==> src/rtl/vga_timing_pkg.sv <==
// Shared raster defaults, coordinate width and the sync/blank bundle that
// travels down the pixel-pipeline delay line.
package vga_timing_pkg;

  localparam int COORD_W = 10;

  localparam int H_VISIBLE_DFLT = 640;
  localparam int H_FRONT_DFLT   = 16;
  localparam int H_SYNC_DFLT    = 96;
  localparam int H_BACK_DFLT    = 48;
  localparam int H_TOTAL_DFLT   = H_VISIBLE_DFLT + H_FRONT_DFLT + H_SYNC_DFLT + H_BACK_DFLT;

  localparam int V_VISIBLE_DFLT = 480;
  localparam int V_FRONT_DFLT   = 10;
  localparam int V_SYNC_DFLT    = 2;
  localparam int V_BACK_DFLT    = 33;
  localparam int V_TOTAL_DFLT   = V_VISIBLE_DFLT + V_FRONT_DFLT + V_SYNC_DFLT + V_BACK_DFLT;

  localparam int PIPE_DELAY_DFLT = 2;

  typedef struct packed {
    logic hs;
    logic vs;
    logic blank;
  } vga_ctrl_t;

  // Idle state of the pins: syncs deasserted (high), no active video.
  localparam vga_ctrl_t CTRL_RST = '{hs: 1'b1, vs: 1'b1, blank: 1'b0};

  // True when pos lies in [first, first+len-1].
  function automatic logic in_window(input logic [COORD_W-1:0] pos,
                                     input int first, input int len);
    int p;
    p = int'(pos);
    return (p >= first) && (p < first + len);
  endfunction

endpackage

==> src/rtl/vga_delay_line.sv <==
// Async-reset shift register that re-times sync/blank to match renderer RGB
// latency. DEPTH=0 collapses to a plain wire.
module vga_delay_line
  import vga_timing_pkg::*;
#(
  parameter int               WIDTH   = $bits(vga_ctrl_t),
  parameter int               DEPTH   = 2,
  parameter logic [WIDTH-1:0] RST_VAL = '0
) (
  input  logic             clk_i,
  input  logic             rst_ni,
  input  logic [WIDTH-1:0] data_i,
  output logic [WIDTH-1:0] data_o
);

  generate
    if (DEPTH == 0) begin : g_wire
      logic g_unused;
      assign g_unused = clk_i ^ rst_ni;
      assign data_o   = data_i;
    end else begin : g_pipe
      logic [WIDTH-1:0] stage_q [DEPTH];

      // Shift stages one place per cycle; reset parks every stage at the idle value.
      always_ff @(posedge clk_i or negedge rst_ni) begin
        if (!rst_ni) begin
          for (int i = 0; i < DEPTH; i++) stage_q[i] <= RST_VAL;
        end else begin
          stage_q[0] <= data_i;
          for (int i = 1; i < DEPTH; i++) stage_q[i] <= stage_q[i-1];
        end
      end

      assign data_o = stage_q[DEPTH-1];
    end
  endgenerate

endmodule

==> src/rtl/vga_timing_gen.sv <==
// VGA raster timing: free-running h/v counters exposed as DrawX/DrawY, sync and
// blank decoded from them and delayed to line up with renderer RGB, plus a
// per-frame strobe and frame counter.
module vga_timing_gen
  import vga_timing_pkg::*;
#(
  parameter int H_VISIBLE  = H_VISIBLE_DFLT,
  parameter int H_FRONT    = H_FRONT_DFLT,
  parameter int H_SYNC     = H_SYNC_DFLT,
  parameter int H_BACK     = H_BACK_DFLT,
  parameter int V_VISIBLE  = V_VISIBLE_DFLT,
  parameter int V_FRONT    = V_FRONT_DFLT,
  parameter int V_SYNC     = V_SYNC_DFLT,
  parameter int V_BACK     = V_BACK_DFLT,
  parameter int PIPE_DELAY = PIPE_DELAY_DFLT
) (
  input  logic               vga_clk,
  input  logic               reset_n,
  output logic [COORD_W-1:0] DrawX,
  output logic [COORD_W-1:0] DrawY,
  output logic               hs,
  output logic               vs,
  output logic               blank,
  output logic               frame_start,
  output logic [7:0]         frame_count
);

  localparam int H_TOTAL  = H_VISIBLE + H_FRONT + H_SYNC + H_BACK;
  localparam int V_TOTAL  = V_VISIBLE + V_FRONT + V_SYNC + V_BACK;
  localparam int HS_FIRST = H_VISIBLE + H_FRONT;
  localparam int VS_FIRST = V_VISIBLE + V_FRONT;

  localparam logic [COORD_W-1:0] H_LAST = COORD_W'(H_TOTAL - 1);
  localparam logic [COORD_W-1:0] V_LAST = COORD_W'(V_TOTAL - 1);

  logic [COORD_W-1:0] hcnt_q, hcnt_d;
  logic [COORD_W-1:0] vcnt_q, vcnt_d;
  logic               frame_start_q, frame_start_d;
  logic [7:0]         frame_count_q, frame_count_d;
  logic               h_wrap, v_wrap, frame_wrap;
  vga_ctrl_t          ctrl_raw, ctrl_dly;

  // Next raster position; the last pixel of the last line returns to (0,0).
  always_comb begin
    h_wrap     = (hcnt_q == H_LAST);
    v_wrap     = (vcnt_q == V_LAST);
    frame_wrap = h_wrap && v_wrap;
    hcnt_d     = hcnt_q + 1'b1;
    vcnt_d     = vcnt_q;
    if (h_wrap) begin
      hcnt_d = '0;
      vcnt_d = v_wrap ? '0 : vcnt_q + 1'b1;
    end
  end

  // Frame strobe lands on the same edge that moves the raster to (0,0), so it
  // is high exactly while DrawX/DrawY read (0,0) and the count steps with it.
  always_comb begin
    frame_start_d = frame_wrap;
    frame_count_d = frame_count_q + {7'd0, frame_wrap};
  end

  // Raster and frame registers.
  always_ff @(posedge vga_clk or negedge reset_n) begin
    if (!reset_n) begin
      hcnt_q        <= '0;
      vcnt_q        <= '0;
      frame_start_q <= 1'b0;
      frame_count_q <= '0;
    end else begin
      hcnt_q        <= hcnt_d;
      vcnt_q        <= vcnt_d;
      frame_start_q <= frame_start_d;
      frame_count_q <= frame_count_d;
    end
  end

  // Undelayed sync/blank decode, aligned with DrawX/DrawY.
  always_comb begin
    ctrl_raw.hs    = !in_window(hcnt_q, HS_FIRST, H_SYNC);
    ctrl_raw.vs    = !in_window(vcnt_q, VS_FIRST, V_SYNC);
    ctrl_raw.blank = in_window(hcnt_q, 0, H_VISIBLE) && in_window(vcnt_q, 0, V_VISIBLE);
  end

  vga_delay_line #(
    .WIDTH   ($bits(vga_ctrl_t)),
    .DEPTH   (PIPE_DELAY),
    .RST_VAL (CTRL_RST)
  ) u_ctrl_dly (
    .clk_i  (vga_clk),
    .rst_ni (reset_n),
    .data_i (ctrl_raw),
    .data_o (ctrl_dly)
  );

  assign DrawX       = hcnt_q;
  assign DrawY       = vcnt_q;
  assign hs          = ctrl_dly.hs;
  assign vs          = ctrl_dly.vs;
  assign blank       = ctrl_dly.blank;
  assign frame_start = frame_start_q;
  assign frame_count = frame_count_q;

endmodule

==> config.mk <==
export PLATFORM = sky130hd
export DESIGN_NAME = vga_timing_gen
export DESIGN_NICKNAME = d
export VERILOG_FILES = /design/src/rtl/vga_timing_pkg.sv /design/src/rtl/vga_delay_line.sv /design/src/rtl/vga_timing_gen.sv
export SDC_FILE = /design/constraint.sdc
export NUM_CORES = 1
export LEC_CHECK = 0
export CAP_MARGIN = 20
export CORE_UTILIZATION = 25
export CTS_BUF_LIST = sky130_fd_sc_hd__clkbuf_8
export CTS_CLUSTER_DIAMETER = 100
export DETAILED_ROUTE_END_ITERATION = 10
export PLACE_DENSITY_LB_ADDON = 0.2
export SYNTH_ARGS = -nofsm -noshare
export SYNTH_HDL_FRONTEND = slang
export SYNTH_SLANG_ARGS = --single-unit
==> constraint.sdc <==
create_clock -name vga_clk -period 3.3 [get_ports vga_clk]
set_input_delay 0.33 -clock vga_clk [delete_from_list [all_inputs] [get_ports vga_clk]]
set_output_delay 0.33 -clock vga_clk [all_outputs]
set_load 0.02 [all_outputs]
Word-level counts from Yosys, hierarchy flattened
Cells that the tools add are included.
{"block": "totals", "register_bits": 35, "input_bits": 2, "out_inout_bits": 32, "word_cells": 25}
{"block": "op_classes", "n_addsub": 3, "order_cmp": 6, "n_eq_ne": 2, "n_mux": 2, "reduce_logical": 6}
{"operator": "$add A10 B1 Y10 const B", "n": 2}
{"operator": "$eq A10 B10 Y1 const B", "n": 2}
{"operator": "$lt A10 B10 Y1 const B", "n": 2}
{"operator": "$lt A10 B9 Y1 const B", "n": 2}
{"operator": "$mux W10", "n": 2}
{"operator": "$ge A10 B10 Y1 const B", "n": 1}
{"operator": "$ge A10 B9 Y1 const B", "n": 1}
{"operator": "$add A8 B1 Y8", "n": 1}
{"operator": "$logic_and A1 B1 Y1", "n": 4}
{"operator": "$logic_not A1 Y1", "n": 2}

Longest topological paths before layout
Gate-level depths: netlist (run 1).
{"block": "depth", "word_depth": 3, "ltp_mapped": 10, "depth_no_buf": 10}

By module
From an unflattened synthesis (run 1), not the netlist that was laid out.
{"block": "unflattened", "hier_cells": 148, "hier_area_um2": 1615.3}
{"mod": "vga_timing_gen", "instances": 1, "cells_each": 139, "area_per_inst_um2": 1437.6}
{"mod": "vga_delay_line", "instances": 1, "cells_each": 9, "area_per_inst_um2": 177.7}

Worst setup path before layout (run 1)
No wires, ideal clock.
{"block": "synth_path", "path_kind": "reg2reg", "startpoint": "reg hcnt_q[0] (netlist: DrawX[0])", "endpoint": "reg frame_count_q[7] (netlist: frame_count[7])", "arrival_time_ps": 2315, "slack_ps": 857, "stages_incl_launch_ff": 10, "n_path_buf": 0, "synth_period_minus_slack_ps": 2443, "path_cell_list": "dfrtp_1 > ha_1 > nand4_4 > or3_4 > nor2_4 > ha_1 > nand4_1 > nor2_1 > nand2_1 > xnor2_1"}
{"block": "synth_via", "elab_chain_cells": 3}
{"element": "start, declared", "line_no": "vga_timing_gen.sv:36", "text": "logic [COORD_W-1:0] hcnt_q, hcnt_d;"}
{"element": "start signal, assigned", "line_no": "vga_timing_gen.sv:71", "text": "hcnt_q <= hcnt_d;"}
{"element": "$eq A10 B10 Y1", "line_no": "vga_timing_gen.sv:45", "text": "h_wrap = (hcnt_q == H_LAST);"}
{"element": "$logic_and A1 B1 Y1", "line_no": "vga_timing_gen.sv:47", "text": "frame_wrap = h_wrap && v_wrap;"}
{"element": "named net frame_start_d", "line_no": "vga_timing_gen.sv:38", "text": "logic frame_start_q, frame_start_d;"}
{"element": "$add A8 B1 Y8", "line_no": "vga_timing_gen.sv:60", "text": "frame_count_d = frame_count_q + {7'd0, frame_wrap};"}
{"element": "named net frame_count_d[7]", "line_no": "vga_timing_gen.sv:39", "text": "logic [7:0] frame_count_q, frame_count_d;"}
{"element": "end signal, assigned", "line_no": "vga_timing_gen.sv:74", "text": "frame_count_q <= frame_count_d;"}
{"element": "end, declared", "line_no": "vga_timing_gen.sv:39"}
The timed path passes the listed nets, and every way through them passes these cells.
A chain may end at the register's enable or synchronous reset.

Worst setup path in the final report (run 1)
{"block": "layout_path", "startpoint": "reg hcnt_q[5] (netlist: DrawX[5])", "endpoint": "reg frame_count_q[7] (netlist: frame_count[7])"}
Same word-level chain as after synthesis.

==> summary.md, run 1 <==
| Metric | Value |
|---|---|
| Largest net degree at the start of global routing | 36 |
| Max-slew headroom | 0.699 |
| Sink Count | 35 |
| PortBufs | 33 |
| Filler cell count | 661 |
| Hold Fails Final Rpt | 0 |
| PwrDens | 351 nW/µm² |
| Final Cycle Share | 0.792 |
| Most frequent cells in the layout | clkdlybuf4s50_1, dfrtp_1, nand3_1, xnor2_1, nor2_1 |
| Register area share after synthesis | 0.539 |
| Max_cap viols | 0 |
| Violation count after the first detailed-route iteration | 41 |
| Num ports | 34 |
| Drt total wl | 3530 µm |
| Layout cell share with drive strength beyond 1 | 0.122 |
| Worst R2R Start | DrawX[5]$_DFF_PN0_ |
| Crit path capture | frame_count[7]$_DFF_PN0_ |
| GR Overflow Total | 0 |
| Setup TNS | 0 ns |
| Die Ht | 82.8 µm |
| Adder-cell share of the synthesized area | 0.0536 |
| DRT Pass-1 Iters | 4 |
| Hold Buf Count CTS | 0 |
| Starting Density | 0.259 |
| # Post-CTS Setup Buffers | 0 |
| Post-DP HPWL | 2450 µm |
| CP max FO | 8 |
| Num rows | 29 |
| HP Class | reg2reg |
| Xor/xnor share of the synthesized area | 0.107 |
| Commonest non-fill, non-tap cell in the layout | clkdlybuf4s50_1 |
| Clock Tree Buf Depth | 2 |
| Overall Global Routing Usage | 0.113 |
| Routed wire per std cell | 13.7 µm |
| Non-Filler Instances | 257 |
| Leakage | 0.950 nW |
| Synth Area in Simple Gates | 0.246 |
| Post-Syn Instances | 139 |
| Register bit count reported by yosys | 35 |
| Fin. max-slew vios | 0 |
| Final Setup Violations | 0 |
| Synthesized cell area | 1630 µm² |
| Top cell type's share of synthesized area | 0.475 |
| Worst setup path class | reg2reg |
| H-Tree Depth | 2 |
| Post-synthesis mux area share | 0 |
| Ranking of synthesized cells by area | dfrtp_1, dfstp_2, xnor2_1 |
| RSZ-0062 raised after global routing | no |
| CTS tree | built |
| Fin Clk Skew | 0.00617 ns |
| Die X | 82.8 µm |
| Nets | 188 |
| Peak supply drop | 139 µV |
| Tmin final | 2.61 ns |
| Multi-input gate area | 723 µm² |
| Fmax achieved | 383 MHz |
| Core area | 6310 µm² |
| Synth Area in Compound Gates | 0.0360 |
| Reg clk slew, reported paths | 0.07 ns |
| Vias in the first global route | 1160 |
| Clock Latency Late Sink | 0.29 ns |
| R2R cell count | 8 |
| Worst R2R Setup Slack | 0.69 ns |
| Via count | 1160 |
| Largest family of logic cells by synthesized area | simple AND/OR/NAND/NOR gates |
| Post-route ant nets | 0 |
| Die area | 6860 µm² |
| Worst Hold Path Cells | 0 |
| Status | finished clean |
| Worst Path Required | 3.47 ns |
| TritonCTS buffer count | 5 |
| Gpl congestion | 0.728 |
| Post-Syn Nets | 148 |
| First-pass GRT wire length | 6070 µm |
| Yosys warning count | 0 |
| Arrival time at the worst endpoint | 2.79 ns |
| Worst Tran Pin Value | 0.452 ns |
| DR DRC count | 0 |
| Post-cts sizing count | 0 |
| Distinct cells, synth | 33 |
| Largest area contributor in the netlist | dfrtp_1 |
| Antenna diodes | 0 |
| DP Cell Count | 249 |
| Initial antenna violation count | 0 |
| Via-to-Cell Ratio | 4.51 |
| Sequential Area | 881 µm² |
| CP startpoint | DrawX[5]$_DFF_PN0_ |
| Worst reg2reg path endpoint | frame_count[7]$_DFF_PN0_ |
| Synthesized area per cell | 11.8 µm² |
| Element type at the critical path end | register |
| Syn-to-layout area delta | 31.5% |
| CTS root buf | clkbuf_8 |
| Worst setup SP type | register |
==> kinds of logic (layout without fill, tap and decap cells) <==
kind of cell,after synthesis,after routing
AO/OA/AOI/OAI,9,9
XOR/XNOR,20,20
adder cells (fa/ha/maj),7,7
AND/OR/NAND/NOR,62,62
buffers and inverters,6,47
flip-flops,35,35
==> worst min-delay path by stage <==
stage	from	endpoint	slack [ns]
after detailed placement	u_ctrl_dly.g_pipe.stage_q[3]$_DFF_PN0_	u_ctrl_dly.data_o[0]$_DFF_PN0_	0.35
after floorplan	reset_n	DrawX[0]$_DFF_PN0_	0.03
final	u_ctrl_dly.g_pipe.stage_q[5]$_DFF_PN1_	u_ctrl_dly.data_o[2]$_DFF_PN1_	0.36
after CTS	u_ctrl_dly.g_pipe.stage_q[5]$_DFF_PN1_	u_ctrl_dly.data_o[2]$_DFF_PN1_	0.36
after global routing	u_ctrl_dly.g_pipe.stage_q[3]$_DFF_PN0_	u_ctrl_dly.data_o[0]$_DFF_PN0_	0.37
after global placement	u_ctrl_dly.g_pipe.stage_q[3]$_DFF_PN0_	u_ctrl_dly.data_o[0]$_DFF_PN0_	0.34
==> metrics by stage <==
step	utilization	power (mW)	instance area, µm²	setup slack (ns)	hold WS [ns]
floorplan	-	0.437	1630	0.857	0.0344
global placement	0.326	0.448	2060	0.775	0.343
detailed placement	0.326	0.448	2060	0.687	0.346
CTS	0.340	0.771	2150	0.662	0.357
global route	0.340	0.791	2150	0.459	0.367
finish	0.340	0.755	2150	0.687	0.356
==> Yosys cell counts (all sizes together) <==
| cell | instances |
|---|---|
| dfrtp | 31 |
| nand2 | 7 |
| dfstp | 4 |
| buf | 1 |
| and2 | 2 |
| nor3 | 4 |
| or4 | 1 |
| nor4b | 1 |
| o21a | 2 |
| nor4 | 6 |
| o21ai | 4 |
| nand4 | 4 |
| o211ai | 1 |
| xor2 | 8 |
| o31ai | 1 |
| and3 | 6 |
| xnor2 | 12 |
| nor2 | 11 |
| a22o | 1 |
| inv | 5 |
| ha | 7 |
| nand3 | 16 |
| or3 | 3 |
| nor2b | 1 |
==> power by group <==
| group | total [mW] | switching (mW) | internal (mW) |
|---|---|---|---|
| registers | 0.429 | 0 | 0.429 |
| clock network | 0.316 | 0.151 | 0.165 |
| logic | 0.0101 | 0.00826 | 0.00180 |
==> layer usage <==
layer  share of wire  track usage
met1            0.50        0.162
met2            0.44        0.145
met3           0.051       0.0477
met4           0.011       0.0517
met5               0            0
==> critical path: stages (launching register included) <==
cell,delay [ns]
dfrtp_1,0.46
or3_1,0.58
or3_4,0.45
nor2_4,0.22
ha_1,0.24
nand4_1,0.14
nor2_1,0.20
nand2_1,0.09
xnor2_1,0.12
==> layout make-up <==
class,instances,area share
tap,77,0.0448
multi-input combinational,98,0.337
timing repair buffer,34,0.157
inverter,5,0.00874
clock inverter,2,0.00408
sequential,35,0.410
clock buffer,6,0.0384
==> sequential cells by signal (all words and copies together), names as in the netlist <==
register,count
DrawX,10
frame_count,8
frame_start,1
u_ctrl_dly.g_pipe.stage_q,3
DrawY,10
u_ctrl_dly.data_o,3
No activity file was read; power rests on OpenSTA's default activity.
==> inputs of run 2 (changes only) <==
clock period = 2.3 ns   (was 3.3 ns; I/O delays follow)
==> run 2 against run 1 <==
Register-to-register slack got worse by 0.55 ns. Critical path depth unchanged. Final cell count increased by 6.2%. Via count increased by 6.5%. Cell area increased by 7.9%. Highest routed layer unchanged.
==> summary.md, run 2 (synthesis results as in run 1) <==
| Metric | Value |
|---|---|
| Clock Tree Buf Depth | 2 (unchanged) |
| Peak supply drop | 225 µV (was 139 µV) |
| Leakage | 1.03 nW (was 0.950 nW) |
| Status | finished clean (unchanged) |
| Total Power | 1.19 mW (was 0.755 mW) |
| PwrDens | 513 nW/µm² (was 351 nW/µm²) |
| Clock Latency Late Sink | 0.29 ns (about the same) |
| Non-Filler Instances | 273 (was 257) |
| Switching share of power | 0.208 (was 0.210) |
| CP max FO | 3 (was 8) |
| Vias in the first global route | 1249 (was 1160) |
| Num rows | 29 (unchanged) |
| Final Cycle Share | 0.938 (was 0.792) |
| Max-slew headroom | 0.701 (was 0.699) |
| HP Class | in2async (was reg2reg) |
| P_sw | 0.248 mW (was 0.159 mW) |
| Layout cell share with drive strength beyond 1 | 0.250 (was 0.122) |
| Clock power frac | 0.470 (was 0.418) |
| DP Cell Count | 262 (was 249) |
| Core area | 6310 µm² (unchanged) |
| Starting Density | 0.259 (unchanged) |
| WP buf/inv | 0 (unchanged) |
| Sink Count | 35 (unchanged) |
| Fin. max-slew vios | 0 (unchanged) |
| Crit-path cells | or3_1 -> or4_4 -> nor2_4 -> ha_4 -> nand4_1 -> nor2_2 -> nand2_1 -> xnor2_1 (was or3_1 -> or3_4 -> nor2_4 -> ha_1 -> nand4_1 -> nor2_1 -> nand2_1 -> xnor2_1) |
| CTS root buf | clkbuf_8 (unchanged) |
| Worst setup path class | reg2reg (unchanged) |
| DR DRC count | 0 (unchanged) |
| PortBufs | 33 (unchanged) |
| Via count | 1235 (was 1160) |
| Worst setup SP type | register (unchanged) |
| Tmin final | 2.16 ns (was 2.61 ns) |
| Power Internal | 0.941 mW (was 0.596 mW) |
| Worst Path Required | 2.48 ns (was 3.47 ns) |
| Final Setup Violations | 0 (unchanged) |
| Fmax achieved | 463 MHz (was 383 MHz) |
| H-Tree Depth | 2 (unchanged) |
| GR Overflow Total | 0 (unchanged) |
| Fin Clk Skew | 0.0121 ns (was 0.00617 ns) |
| Largest net degree at the start of global routing | 36 (unchanged) |
| Initial antenna violation count | 0 (unchanged) |
| Routed wire per std cell | 12.6 µm (was 13.7 µm) |
| Hold Fails Final Rpt | 0 (unchanged) |
| Max_cap viols | 0 (unchanged) |
| Top delay family on crit path | simple AND/OR/NAND/NOR gates (unchanged) |
| Arrival time at the worst endpoint | 2.33 ns (was 2.79 ns) |
| Sequential share of power | 0.518 (was 0.568) |
| Drt total wl | 3430 µm (was 3530 µm) |
| Die area | 6860 µm² (unchanged) |
| Worst Tran Pin Value | 0.448 ns (was 0.452 ns) |
| Antenna diodes | 0 (unchanged) |
| Worst path depth | 8 (unchanged) |
| Most frequent cells in the layout | clkdlybuf4s50_1, dfrtp_1, buf_4, nand3_1, xnor2_1 (was clkdlybuf4s50_1, dfrtp_1, nand3_1, xnor2_1, nor2_1) |
| Post-route ant nets | 0 (unchanged) |
| Post-DP HPWL | 2540 µm (was 2450 µm) |
| Overall Global Routing Usage | 0.110 (was 0.113) |
| Gpl congestion | 0.788 (was 0.728) |
| Nets | 204 (was 188) |
| Hold Buf Count CTS | 0 (unchanged) |
| Syn-to-layout area delta | 41.8% (was 31.5%) |
| Die Ht | 82.8 µm (unchanged) |
| Comb power frac | 0.012 (was 0.013) |
| Reg clk slew, reported paths | 0.08 ns (was 0.07 ns) |
| CTS tree | built (unchanged) |
| DRT Pass-1 Iters | 4 (unchanged) |
| R2R cell count | 8 (unchanged) |
| Via-to-Cell Ratio | 4.52 (was 4.51) |
| Setup TNS | 0 ns (unchanged) |
| Slowest stage cell, crit path | or4_4 (was or3_1) |
| First-pass GRT wire length | 6040 µm (was 6070 µm) |
| Element type at the critical path end | register (unchanged) |
| Num ports | 34 (unchanged) |
| Violation count after the first detailed-route iteration | 30 (was 41) |
| TritonCTS buffer count | 5 (unchanged) |
| Commonest non-fill, non-tap cell in the layout | clkdlybuf4s50_1 (unchanged) |
| Max stage delay on crit path | 0.51 ns (was 0.58 ns) |
| Die X | 82.8 µm (unchanged) |
-- run 2: per-layer routing --
metal,share of wire,vias up,track usage
li1,-,599,-
met1,0.45,596,0.136
met2,0.47,30,0.172
met3,0.044,10,0.0348
met4,0.032,0,0.0611
met5,0,-,0
-- run 2: power by group through the flow --
stage / Clock (mW) / Sequential [mW] / Combinational [mW]
after CTS: 0.579 / 0.615 / 0.0159
after global placement: 0 / 0.627 / 0.0153
after global routing: 0.604 / 0.615 / 0.0179
final: 0.559 / 0.615 / 0.0143
after detailed placement: 0 / 0.627 / 0.0160
after floorplan: 0 / 0.627 / 0.000000327
-- run 2: final cells by class --
| type | count | area, µm² |
|---|---|---|
| Clock buffer | 5 | 68.8 |
| Sequential cell | 35 | 887 |
| Tap cell | 77 | 96.3 |
| Multi-Input combinational cell | 98 | 744 |
| Fill cell | 640 | 4000 |
| Clock inverter | 3 | 43.8 |
| Inverter | 5 | 18.8 |
| Timing Repair Buffer | 50 | 458 |
-- run 2: worst paths after layout --
path                                                              from                             end  slack [ns]
min in group vga_clk            u_ctrl_dly.g_pipe.stage_q[3]$_DFF_PN0_  u_ctrl_dly.data_o[0]$_DFF_PN0_        0.35
max in group asynchronous                                      reset_n  u_ctrl_dly.data_o[2]$_DFF_PN1_        1.60
worst min register to register  u_ctrl_dly.g_pipe.stage_q[3]$_DFF_PN0_  u_ctrl_dly.data_o[0]$_DFF_PN0_        0.35
worst max-delay path                              DrawY[7]$_DFFE_PN0N_        frame_count[7]$_DFF_PN0_        0.14
worst min-delay path                                           reset_n            DrawY[8]$_DFFE_PN0N_        0.34
worst max register to register                    DrawY[7]$_DFFE_PN0N_        frame_count[7]$_DFF_PN0_        0.14
-- run 2: what timing repair did --
item,in CTS,in global routing
setup endpoints to repair,0,2
resized for setup,0,2
buffers inserted,0,3
hold endpoints to repair,0,0
-- run 2: stage by stage --
step	hold slack [ns]	setup slack (ns)	utilization	area (µm²)
floorplan	-0.0656	-0.00599	-	1660
global placement	0.337	0.155	0.345	2180
detailed placement	0.337	0.0847	0.345	2180
CTS	0.355	0.0631	0.363	2290
global route	0.366	-0.00686	0.367	2320
finish	0.339	0.142	0.367	2320
==> inputs of run 3 (changes only) <==
CORE_ASPECT_RATIO = 1.25   (was default)
SETUP_SLACK_MARGIN = 0.05   (was default)
==> run 3 against run 2 <==
Core utilization up 0.94 points. Final cell count up 2.9%. Non-clock buffer count unchanged. Hold slack better by 0.00059 ns. Sequential cell count unchanged. Sequential share of layout area down 0.55 points. Maximum frequency up 1.6%. Global-route usage up 0.98 points. First-iteration DRC count up 80%. Critical path depth unchanged. Routed wire length up 4.9%.
==> summary.md, run 3 (synthesis results as in run 1) <==
| Metric | Value |
|---|---|
| Status | finished clean (unchanged) |
| Nets | 204 (unchanged) |
| Clock Tree Buf Depth | 2 (unchanged) |
| H-Tree Depth | 2 (unchanged) |
| Num ports | 34 (unchanged) |
| TritonCTS buffer count | 5 (unchanged) |
| DR DRC count | 0 (unchanged) |
| Tmin final | 2.12 ns (was 2.16 ns) |
| Num rows | 32 (was 29) |
| Antenna diodes | 0 (unchanged) |
| Fin. max-slew vios | 0 (unchanged) |
| Vias in the first global route | 1220 (was 1249) |
| Final Setup Violations | 0 (unchanged) |
| Fin Clk Skew | 0.00725 ns (was 0.0121 ns) |
| Leakage | 1.04 nW (was 1.03 nW) |
| Clock Latency Late Sink | 0.29 ns (about the same) |
| Worst R2R Setup Slack | 0.18 ns (was 0.14 ns) |
| Crit-path cells | or3_1 -> or4_4 -> nor2_4 -> ha_4 -> nand4_1 -> nor2_2 -> nand2_1 -> xnor2_1 (unchanged) |
| Element type at the critical path end | register (unchanged) |
| Worst Path Required | 2.48 ns (about the same) |
| Initial antenna violation count | 0 (unchanged) |
| R2R cell count | 8 (unchanged) |
| Routed wire per std cell | 12.8 µm (was 12.6 µm) |
| Worst setup path class | reg2reg (unchanged) |
| Arrival time at the worst endpoint | 2.30 ns (was 2.33 ns) |
| Worst R2R Start | DrawY[6]$_DFFE_PN0N_ (was DrawY[7]$_DFFE_PN0N_) |
| Drt total wl | 3600 µm (was 3430 µm) |
| Core area | 6250 µm² (was 6310 µm²) |
| DRT Pass-1 Iters | 4 (unchanged) |
| Layout cell share with drive strength beyond 1 | 0.250 (unchanged) |
| Cell Area, Placed | 2190 µm² (was 2180 µm²) |
| Overall Global Routing Usage | 0.120 (was 0.110) |
| Most frequent cells in the layout | clkdlybuf4s50_1, dfrtp_1, buf_4, nand3_1, xnor2_1 (unchanged) |
| Largest net degree at the start of global routing | 36 (unchanged) |
| Gpl congestion | 0.819 (was 0.788) |
| Violation count after the first detailed-route iteration | 54 (was 30) |
| Max stage delay on crit path | 0.51 ns (about the same) |
| First-pass GRT wire length | 6120 µm (was 6040 µm) |
| Sink Count | 35 (unchanged) |
| Post-DP HPWL | 2600 µm (was 2540 µm) |
| CP max FO | 5 (was 3) |
| Reg clk slew, reported paths | 0.08 ns (about the same) |
| Design Area, Final | 2350 µm² (was 2320 µm²) |
| Slowest stage cell, crit path | or4_4 (unchanged) |
| Worst Tran Pin Value | 0.458 ns (was 0.448 ns) |
| HP Class | in2async (unchanged) |
| PortBufs | 33 (unchanged) |
| Setup TNS | 0 ns (unchanged) |
| Final Cycle Share | 0.923 (was 0.938) |
| CTS tree | built (unchanged) |
| Gr busiest metal | met2 (unchanged) |
| Die area | 6870 µm² (was 6860 µm²) |
| Max-slew headroom | 0.695 (was 0.701) |
| Peak supply drop | 216 µV (was 225 µV) |
| Non-Filler Instances | 281 (was 273) |
| Via count | 1229 (was 1235) |
| Syn-to-layout area delta | 43.9% (was 41.8%) |
| Via-to-Cell Ratio | 4.37 (was 4.52) |
| Final worst setup slack | 0.177 ns (was 0.142 ns) |
| Starting Density | 0.262 (was 0.259) |
| Met1 usage | 0.149 (was 0.136) |
| PwrDens | 556 nW/µm² (was 513 nW/µm²) |
| Die Ht | 92.4 µm (was 82.8 µm) |
| Grt met3 use | 0.0370 (was 0.0348) |
| RSZ-0062 raised after global routing | no |
| CTS root buf | clkbuf_8 (unchanged) |
| Worst setup SP type | register (unchanged) |
| GR Overflow Total | 0 (unchanged) |
| Commonest non-fill, non-tap cell in the layout | clkdlybuf4s50_1 (unchanged) |
| DP Cell Count | 270 (was 262) |
| Grt met2 use | 0.190 (was 0.172) |
| Max_cap viols | 0 (unchanged) |
| Die X | 74.3 µm (was 82.8 µm) |
| Final design utilization | 0.376 (was 0.367) |
| Hold Fails Final Rpt | 0 (unchanged) |
| Pre-CTS WS | 0.0791 ns (was 0.0847 ns) |
| Post-route ant nets | 0 (unchanged) |
| Fmax achieved | 471 MHz (was 463 MHz) |
| Worst reg2reg path endpoint | frame_count[7]$_DFF_PN0_ (unchanged) |
[run 3: changes by cell type in the layout (fill, tap and decap cells not counted)]
cell        previous run  this run
bufinv_16              1         2
clkinv_2               1         0
clkinv_4               1         0
clkinvlp_4             0         1
[run 3: critical path: cells and delay by family (launching register included)]
family / cells / cell delay [ns]
xor gates and xnor gates: 1 / 0.12
adders and majority gates: 1 / 0.14
DFF: 1 / 0.42
and+or+nand+nor: 6 / 1.32
[run 3: cell type report]
class,instances,area [µm²]
well taps,85,106
fillers,649,3890
flip-flops and latches,35,887
repair buffers,50,458
clock buffers,5,68.8
clock inverters,3,67.6
inverters,5,18.8
multi-input cells,98,744
[run 3: repair_timing]
action | CTS | global route
resized for setup | 0 | 2
hold buffers | 0 | 0
buffers inserted | 0 | 3
hold endpoints to repair | 0 | 0
endpoints found under the setup margin | 0 | 3
[run 3: routing by layer]
| layer | part of all wire | up-vias |
|---|---|---|
| met4 | 0.019 | 0 |
| met1 | 0.47 | 595 |
| met3 | 0.046 | 6 |
| met5 | 0 | - |
| li1 | - | 596 |
| met2 | 0.47 | 32 |
[run 3: power breakdown]
| group | total [mW] | switching (mW) | internal [mW] |
|---|---|---|---|
| Clock | 0.678 | 0.245 | 0.432 |
| Combinational | 0.0146 | 0.0120 | 0.00259 |
| Sequential | 0.615 | 0 | 0.615 |
[run 3: worst max-delay path by stage]
stage / startpoint / end / slack [ns] / cells after the start
after detailed placement: DrawY[0]$_DFFE_PN0N_ / frame_count[7]$_DFF_PN0_ / 0.08 / 10
after CTS: DrawY[0]$_DFFE_PN0N_ / frame_count[7]$_DFF_PN0_ / 0.06 / 10
final: DrawY[6]$_DFFE_PN0N_ / frame_count[7]$_DFF_PN0_ / 0.18 / 8
after floorplan: DrawX[6]$_DFF_PN0_ / frame_count[7]$_DFF_PN0_ / -0.006 / 9
after global placement: DrawY[0]$_DFFE_PN0N_ / frame_count[7]$_DFF_PN0_ / 0.14 / 10
after global routing: DrawY[5]$_DFFE_PN0N_ / frame_count[7]$_DFF_PN0_ / 0.05 / 8
[run 3: through the flow]
| step | power, mW | hold WS [ns] |
|---|---|---|
| after floorplan | 0.627 | -0.0656 |
| after global placement | 0.643 | 0.336 |
| after detailed placement | 0.643 | 0.343 |
| after CTS | 1.33 | 0.359 |
| after global routing | 1.36 | 0.360 |
| final | 1.31 | 0.340 |
